[src/rtl/ecg_pkg.sv]
// Shared types and saturation helpers for the ECG sample-stream controller.
package ecg_pkg;

    // Main controller states.
    typedef enum logic [2:0] {
        StIdle,
        StFeed,
        StWait,
        StScale,
        StSend,
        StGuard
    } ecg_state_e;

    // Widest word the saturation helpers are built in; callers truncate.
    localparam int unsigned SatCalcWidth = 128;

    // Largest positive value of a signed sample of width sw: 2^(sw-1)-1.
    function automatic logic [SatCalcWidth-1:0] sat_pos(input int unsigned sw);
        sat_pos = (SatCalcWidth'(1) << (sw - 1)) - SatCalcWidth'(1);
    endfunction

    // Most negative value of a signed sample of width sw: -2^(sw-1).
    function automatic logic [SatCalcWidth-1:0] sat_neg(input int unsigned sw);
        sat_neg = ~sat_pos(sw);
    endfunction

endpackage

[src/rtl/ecg_stream_ctrl_if.sv]
// UART byte and filter datapath signals between the stream controller and its neighbours.
interface ecg_stream_ctrl_if #(
    parameter int unsigned DATAWIDTH = 64
);
    logic [7:0]           rx_data;
    logic                 rx_ready;
    logic [7:0]           tx_data;
    logic                 tx_start;
    logic                 tx_busy;
    logic [DATAWIDTH-1:0] FiltIn;
    logic                 sample_en;
    logic [DATAWIDTH-1:0] FiltOut;

    // Controller side.
    modport master (
        input  rx_data, rx_ready, tx_busy, FiltOut,
        output tx_data, tx_start, FiltIn, sample_en
    );

    // UART / filter side.
    modport slave (
        output rx_data, rx_ready, tx_busy, FiltOut,
        input  tx_data, tx_start, FiltIn, sample_en
    );
endinterface

[src/rtl/ecg_byte_assembler.sv]
// Collects little-endian UART bytes into one sample; drops a partial sample after an idle gap.
module ecg_byte_assembler #(
    parameter int unsigned SAMPLEWIDTH = 16,
    parameter int unsigned TIMEOUT     = 50000
) (
    input  logic                   Clk,
    input  logic                   nRst,
    input  logic [7:0]             rx_data,
    input  logic                   rx_ready,
    output logic [SAMPLEWIDTH-1:0] sample,
    output logic                   complete
);
    localparam int NBYTES = int'(SAMPLEWIDTH / 8);
    localparam int IdxW   = (NBYTES > 1) ? $clog2(NBYTES) : 1;
    localparam int TimerW = $clog2(TIMEOUT + 1);

    logic [IdxW-1:0]        idx_q, idx_d, eff_idx;
    logic [TimerW-1:0]      timer_q, timer_d;
    logic [SAMPLEWIDTH-1:0] data_q, data_d;
    logic                   expire;

    // Byte placement, idle timer and timeout; a byte in the expiry cycle starts a new sample.
    always_comb begin
        expire   = (idx_q != '0) && (timer_q == TimerW'(TIMEOUT));
        eff_idx  = expire ? '0 : idx_q;
        data_d   = expire ? '0 : data_q;
        idx_d    = eff_idx;
        timer_d  = timer_q;
        complete = 1'b0;
        if (rx_ready) begin
            data_d[8*int'(eff_idx) +: 8] = rx_data;
            timer_d = '0;
            if (int'(eff_idx) == NBYTES - 1) begin
                complete = 1'b1;
                idx_d    = '0;
            end else begin
                idx_d = eff_idx + 1'b1;
            end
        end else if (expire) begin
            timer_d = '0;
        end else if (idx_q != '0) begin
            timer_d = timer_q + 1'b1;
        end
        sample = data_d;
    end

    // Assembly state registers.
    always_ff @(posedge Clk or negedge nRst) begin
        if (!nRst) begin
            idx_q   <= '0;
            timer_q <= '0;
            data_q  <= '0;
        end else begin
            idx_q   <= idx_d;
            timer_q <= timer_d;
            data_q  <= data_d;
        end
    end

endmodule

[src/rtl/ecg_stream_ctrl.sv]
// Feeds assembled samples to the FIR cascade, scales/saturates the result and
// serialises it back to the UART transmitter.
module ecg_stream_ctrl
    import ecg_pkg::*;
#(
    parameter int unsigned DATAWIDTH   = 64,
    parameter int unsigned SAMPLEWIDTH = 16,
    parameter int unsigned OUTSHIFT    = 31,
    parameter int unsigned FILTLAT     = 2,
    parameter int unsigned TIMEOUT     = 50000
) (
    input  logic              Clk,
    input  logic              nRst,
    ecg_stream_ctrl_if.master bus,
    output logic              overrun,
    output logic              sat,
    output logic [15:0]       drop_cnt
);
    localparam int NBYTES = int'(SAMPLEWIDTH / 8);
    localparam int IdxW   = (NBYTES > 1) ? $clog2(NBYTES) : 1;
    localparam int LatW   = (FILTLAT > 1) ? $clog2(FILTLAT) : 1;

    localparam logic [DATAWIDTH-1:0] SatPos = DATAWIDTH'(sat_pos(SAMPLEWIDTH));
    localparam logic [DATAWIDTH-1:0] SatNeg = DATAWIDTH'(sat_neg(SAMPLEWIDTH));

    logic [SAMPLEWIDTH-1:0] sample;
    logic                   complete;

    ecg_state_e             state_q, state_d;
    logic [DATAWIDTH-1:0]   filt_in_q, filt_in_d;
    logic [DATAWIDTH-1:0]   capt_q, capt_d;
    logic [LatW-1:0]        lat_q, lat_d;
    logic [SAMPLEWIDTH-1:0] result_q, result_d;
    logic [IdxW-1:0]        ptr_q, ptr_d;
    logic                   overrun_q, overrun_d;
    logic                   sat_q, sat_d;
    logic [15:0]            drop_q, drop_d;

    logic signed [DATAWIDTH-1:0] shifted;
    logic                        sat_hi, sat_lo;
    logic [SAMPLEWIDTH-1:0]      scaled;
    logic                        sample_en;
    logic                        tx_start;
    logic [7:0]                  tx_data;

    ecg_byte_assembler #(
        .SAMPLEWIDTH (SAMPLEWIDTH),
        .TIMEOUT     (TIMEOUT)
    ) u_asm (
        .Clk      (Clk),
        .nRst     (nRst),
        .rx_data  (bus.rx_data),
        .rx_ready (bus.rx_ready),
        .sample   (sample),
        .complete (complete)
    );

    // Scale the captured filter output and clamp it to the sample range.
    always_comb begin
        shifted = $signed(capt_q) >>> OUTSHIFT;
        sat_hi  = shifted > $signed(SatPos);
        sat_lo  = shifted < $signed(SatNeg);
        if (sat_hi) begin
            scaled = SatPos[SAMPLEWIDTH-1:0];
        end else if (sat_lo) begin
            scaled = SatNeg[SAMPLEWIDTH-1:0];
        end else begin
            scaled = shifted[SAMPLEWIDTH-1:0];
        end
    end

    // Next-state logic, strobes and overrun accounting.
    always_comb begin
        state_d   = state_q;
        filt_in_d = filt_in_q;
        capt_d    = capt_q;
        lat_d     = lat_q;
        result_d  = result_q;
        ptr_d     = ptr_q;
        overrun_d = overrun_q;
        sat_d     = sat_q;
        drop_d    = drop_q;
        sample_en = 1'b0;
        tx_start  = 1'b0;
        tx_data   = 8'h00;

        unique case (state_q)
            StIdle: begin
                if (complete) begin
                    filt_in_d = DATAWIDTH'($signed(sample));
                    state_d   = StFeed;
                end
            end
            StFeed: begin
                sample_en = 1'b1;
                lat_d     = LatW'(FILTLAT - 1);
                state_d   = StWait;
            end
            StWait: begin
                if (lat_q == '0) begin
                    capt_d  = bus.FiltOut;
                    state_d = StScale;
                end else begin
                    lat_d = lat_q - 1'b1;
                end
            end
            StScale: begin
                result_d = scaled;
                if (sat_hi || sat_lo) begin
                    sat_d = 1'b1;
                end
                ptr_d   = '0;
                state_d = StSend;
            end
            StSend: begin
                if (!bus.tx_busy) begin
                    tx_start = 1'b1;
                    tx_data  = result_q[8*int'(ptr_q) +: 8];
                    state_d  = StGuard;
                end
            end
            StGuard: begin
                // The transmitter may not have raised busy yet, so busy is not looked at here.
                if (int'(ptr_q) == NBYTES - 1) begin
                    state_d = StIdle;
                end else begin
                    ptr_d   = ptr_q + 1'b1;
                    state_d = StSend;
                end
            end
            default: begin
                state_d = StIdle;
            end
        endcase

        // A sample finishing outside Idle (including the Guard->Idle cycle) is lost.
        if (complete && (state_q != StIdle)) begin
            overrun_d = 1'b1;
            if (drop_q != 16'hFFFF) begin
                drop_d = drop_q + 16'd1;
            end
        end
    end

    // Controller state registers.
    always_ff @(posedge Clk or negedge nRst) begin
        if (!nRst) begin
            state_q   <= StIdle;
            filt_in_q <= '0;
            capt_q    <= '0;
            lat_q     <= '0;
            result_q  <= '0;
            ptr_q     <= '0;
            overrun_q <= 1'b0;
            sat_q     <= 1'b0;
            drop_q    <= '0;
        end else begin
            state_q   <= state_d;
            filt_in_q <= filt_in_d;
            capt_q    <= capt_d;
            lat_q     <= lat_d;
            result_q  <= result_d;
            ptr_q     <= ptr_d;
            overrun_q <= overrun_d;
            sat_q     <= sat_d;
            drop_q    <= drop_d;
        end
    end

    assign bus.FiltIn    = filt_in_q;
    assign bus.sample_en = sample_en;
    assign bus.tx_start  = tx_start;
    assign bus.tx_data   = tx_data;
    assign overrun       = overrun_q;
    assign sat           = sat_q;
    assign drop_cnt      = drop_q;

endmodule

[src/flat_wrapper.sv]
// flat-port wrapper written by rule: the top's interface ports become plain ports
module ecg_stream_ctrl_flat import ecg_pkg::*;
#(
    parameter int unsigned DATAWIDTH   = 64,
    parameter int unsigned SAMPLEWIDTH = 16,
    parameter int unsigned OUTSHIFT    = 31,
    parameter int unsigned FILTLAT     = 2,
    parameter int unsigned TIMEOUT     = 50000
)
  (Clk, nRst, overrun, sat, drop_cnt, bus_rx_data, bus_rx_ready, bus_tx_busy, bus_FiltOut, bus_tx_data, bus_tx_start, bus_FiltIn, bus_sample_en);
  ecg_stream_ctrl_if #(.DATAWIDTH(DATAWIDTH)) bus_i ();
  input  logic Clk;
  input  logic nRst;
  output logic overrun;
  output logic sat;
  output logic [15:0] drop_cnt;
  input wire logic [$bits(bus_i.rx_data)-1:0] bus_rx_data;
  input wire logic [$bits(bus_i.rx_ready)-1:0] bus_rx_ready;
  input wire logic [$bits(bus_i.tx_busy)-1:0] bus_tx_busy;
  input wire logic [$bits(bus_i.FiltOut)-1:0] bus_FiltOut;
  output wire logic [$bits(bus_i.tx_data)-1:0] bus_tx_data;
  output wire logic [$bits(bus_i.tx_start)-1:0] bus_tx_start;
  output wire logic [$bits(bus_i.FiltIn)-1:0] bus_FiltIn;
  output wire logic [$bits(bus_i.sample_en)-1:0] bus_sample_en;
  assign bus_i.rx_data = bus_rx_data;
  assign bus_i.rx_ready = bus_rx_ready;
  assign bus_i.tx_busy = bus_tx_busy;
  assign bus_i.FiltOut = bus_FiltOut;
  assign bus_tx_data = bus_i.tx_data;
  assign bus_tx_start = bus_i.tx_start;
  assign bus_FiltIn = bus_i.FiltIn;
  assign bus_sample_en = bus_i.sample_en;
  ecg_stream_ctrl #(.DATAWIDTH(DATAWIDTH), .SAMPLEWIDTH(SAMPLEWIDTH), .OUTSHIFT(OUTSHIFT), .FILTLAT(FILTLAT), .TIMEOUT(TIMEOUT)) u_core (.Clk(Clk), .nRst(nRst), .bus(bus_i), .overrun(overrun), .sat(sat), .drop_cnt(drop_cnt));
endmodule
[config.mk]
export PLATFORM = sky130hd
export DESIGN_NAME = ecg_stream_ctrl_flat
export DESIGN_NICKNAME = d
export VERILOG_FILES = /design/src/rtl/ecg_pkg.sv /design/src/rtl/ecg_stream_ctrl_if.sv /design/src/rtl/ecg_byte_assembler.sv /design/src/rtl/ecg_stream_ctrl.sv /design/src/flat_wrapper.sv
export SDC_FILE = /design/constraint.sdc
export NUM_CORES = 1
export LEC_CHECK = 0
export CORE_ASPECT_RATIO = 2
export CORE_MARGIN = 2
export CORE_UTILIZATION = 50
export DETAILED_ROUTE_END_ITERATION = 8
export PLACE_DENSITY_LB_ADDON = 0.15
export SLEW_MARGIN = 20
export SYNTH_ARGS = -nofsm -noshare
export SYNTH_HDL_FRONTEND = slang
export SYNTH_SLANG_ARGS = --single-unit
[constraint.sdc]
create_clock -name Clk -period 8.6 [get_ports Clk]
set_clock_uncertainty 0.05 [all_clocks]
set_input_delay 0.86 -clock Clk [delete_from_list [all_inputs] [get_ports Clk]]
set_output_delay 0.86 -clock Clk [all_outputs]
set_load 0.05 [all_outputs]
==> run_results.csv <==
group,metric,value,unit
timing,finalSetupViolCount,0,
global_routing,grt_pass1_vias,4588,
global_routing,track_usage,0.218,
timing,final.min_clock_period,3720,ps
cts,postCtsHoldBufs,0,
outcome,result_of_the_run,"complete, no violations",
critical_path,critical_path.max_fanout,9,
critical_path,worstPathRequired,7690,ps
detailed_routing,avgViaCountPerCell,5.64,
cells_and_area,fin_cells,812,
detailed_routing,wire_length_after_detailed_routing,13400,um
timing,finalHoldViolations,0,
placement,gpl.final_weighted_congestion,0.829,
detailed_routing,vias,4582,
synth,synth.lib_cells_used.distinct,54,
pwr,cellPowerDensity,412,nW/um2
timing,slew_headroom,0.257,
pwr,power,3.19,mW
synth,ys_ff_latch,121,
detailed_routing,ant_nets,0,
floorplanning,coreArea,11700,um2
cts,cts.clk_slew.worst_paths,60,ps
floorplanning,die_width,81.3,um
cells_and_area,layout_commonest_cell,"clkdlybuf4s50_1",
timing,tightest_slew,1110,ps
cells_and_area,drive_above_1_share,0.117,
timing,max_freq,0.269,GHz
cts,numCtsBuffers,17,
global_routing,globalRoute.totalOverflow,0,
critical_path,critPathCaptureType,"output port",
synth,ys.warnings.count,0,
cells_and_area,final_cell_mix,"clkdlybuf4s50_1 (135), dfrtp_1 (121), nor2_1 (56)",
synth,synthesis.nets,649,
global_routing,antenna_found_initial,0,
detailed_routing,drt_iter0_drc,222,
cts,cts_tree,"built",
cts,cts_resized,0,
synth,netlist_area,5970,um2
critical_path,cp-start-kind,"input port",
cells_and_area,layout_fillers,922,
critical_path,setup.worst_path.class,"input port to output port",
detailed_routing,drt_pass1_iterations,5,
timing,post-route-period-util,0.433,
pwr,vdd.ir_drop.worst,0.361,mV
synth,syn_avg_cell_area,10.5,um2
cts,clock_latency,410,ps
cts,cts_setup_buffers,0,
cts,cts_max_path_buffers,2,
cells_and_area,net_count_reported_at_finish,735,
floorplanning,start_util,0.510,
hold_path,worstHoldPathType,"input port to async pin",
placement,dpl.cell_count,781,
detailed_routing,drt_drc_violations_left,0,
synth,ys.flop_type,"dfrtp_1",
global_routing,global_route_wire_length_before_repair,21600,um
timing,slew_violations,0,
detailed_routing,drt-wirelength-per-cell,16.5,um
synth,synth_async_sr_flop_share,1.00,
cts,clock_sinks,121,
timing,rsz0062_at_grt,"false",
synth,synthesis.instances,569,
placement,dp.final_hpwl,9450,um
floorplanning,floorplan.rows,56,
floorplanning,area_of_the_die,12900,um2
timing,setup_tns,0,ps
placement,buffer_ports.inserted,136,
floorplanning,die_h,159,um
cts,cts_h_tree_lvls,4,
cells_and_area,seq_area,3030,um2
critical_path,data_arrival_critical_path,2810,ps
pwr,static-leakage-power,3.19,nW
synth,synth-edff-count,0,
floorplanning,num_io_pins,168,
cells_and_area,multiInputGateArea,2420,um2
synth,portion_of_the_post_synthesis_area_used_by_sequential_elements,0.507,
cells_and_area,layout-area-overhead-vs-synth,29.6,%
cts,root_buffer,"clkbuf_16",
global_routing,largest_net_degree_at_the_start_of_global_routing,83,
cells_and_area,diodes,0,
job,number_of_maximum_capacitance_violations,0,
## registers in the layout (all words and copies together) (netlist names)
signal,cells
u_core.capt_q,33
u_core.u_asm.data_q,16
u_core.result_q,16
u_core.drop_cnt,16
u_core.state_q,3
u_core.u_asm.idx_q,1
u_core.bus.FiltIn,16
u_core.ptr_q,1
u_core.u_asm.timer_q,16
u_core.overrun,1
u_core.sat,1
u_core.lat_q,1
## worst max-delay path, cell delays in order
cell,delay [ps]
clkdlybuf4s50_1,410
nor2_1,120
nand3b_1,330
nor2_1,250
clkdlybuf4s50_1,830
## metrics by stage
step	utilization	cell area (um2)	hold WS [ps]	setup WS (ps)
3_3_place_gp	0.605	7080	408	4880
4_1_cts	0.661	7730	374	4850
5_1_grt	0.661	7730	402	4780
3_5_place_dp	0.605	7080	417	4860
2_1_floorplan	-	5970	416	5500
6_report	0.661	7730	363	4880
## logic make-up (layout without fill, tap and decap cells)
| logic type | Yosys count | count (layout) | share of synthesized area |
|---|---|---|---|
| flip-flops | 121 | 121 | 0.507 |
| adder cells (fa/ha/maj) | 4 | 4 | 0.00838 |
| buffers and inverters | 88 | 186 | 0.0901 |
| XOR/XNOR | 21 | 21 | 0.0308 |
| AO/OA/AOI/OAI | 108 | 108 | 0.122 |
| multiplexers | 50 | 50 | 0.0908 |
| AND/OR/NAND/NOR | 177 | 177 | 0.151 |
## worst paths after layout
kind,slack (ps),cells after the start,startpoint,end
worst min-delay path,360,1,nRst,u_core.bus.FiltIn[13]
worst max-delay path,4880,5,bus_tx_busy,bus_tx_data[7]
worst min register to register,430,2,u_core.bus.FiltIn[10],u_core.bus.FiltIn[10]
worst max register to register,5210,10,u_core.u_asm.timer_q[0],u_core.drop_cnt[7]
min in group Clk,430,2,u_core.bus.FiltIn[10],u_core.bus.FiltIn[10]
max in group asynchronous,7020,2,nRst,u_core.capt_q[38]
## area by class of cell
type                    instances  share of cell area
well taps                     145              0.0235
multi-input cells             360               0.313
flip-flops and latches        121               0.392
clock inverters                14              0.0290
repair buffers                142               0.182
inverters                      13             0.00631
clock buffers                  17              0.0550
## layer usage
layer,GRT usage,share of wire,vias to the layer above,routed length (um)
met1,0.237,0.37,2251,4990
met3,0.0539,0.043,21,574
met4,0.0888,0.016,0,213
li1,-,-,2166,-
met5,0,0,-,0
met2,0.392,0.57,144,7610
## synth_stat cells (2+ instances only)
master | number | area (um2)
or4_1 | 4 | 30.0
nor3b_1 | 2 | 15.0
o21ai_0 | 22 | 110
and3_1 | 5 | 31.3
and4_1 | 3 | 26.3
nor2b_1 | 8 | 50.1
o31ai_1 | 19 | 143
dfrtp_1 | 121 | 3030
ha_1 | 4 | 50.1
buf_4 | 48 | 360
o211ai_1 | 4 | 30.0
nor3_1 | 8 | 40.0
and2_1 | 3 | 18.8
a21oi_1 | 15 | 75.1
xnor2_1 | 8 | 70.1
nand2_1 | 40 | 150
and4b_1 | 2 | 20.0
buf_2 | 4 | 20.0
inv_1 | 13 | 48.8
nor2_1 | 56 | 210
buf_6 | 3 | 33.8
o22ai_1 | 15 | 93.8
a22o_1 | 8 | 70.1
a32o_1 | 2 | 20.0
a41oi_1 | 9 | 78.8
mux2_2 | 33 | 372
a211oi_1 | 3 | 22.5
mux2i_1 | 17 | 170
clkbuf_1 | 19 | 71.3
nor4_1 | 10 | 62.6
nand4_1 | 10 | 62.6
a31oi_1 | 2 | 12.5
xor2_1 | 13 | 114
nand3_1 | 16 | 80.1
## where the power goes
| part | internal (mW) | switching (mW) | leakage (nW) | total [mW] |
|---|---|---|---|---|
| clock network | 0.514 | 0.259 | 0.302 | 0.773 |
| logic | 0.530 | 0.921 | 1.42 | 1.45 |
| registers | 0.788 | 0.177 | 1.46 | 0.965 |
| total | 1.83 | 1.36 | 3.19 | 3.19 |
Power figures use the tool's default switching activity.
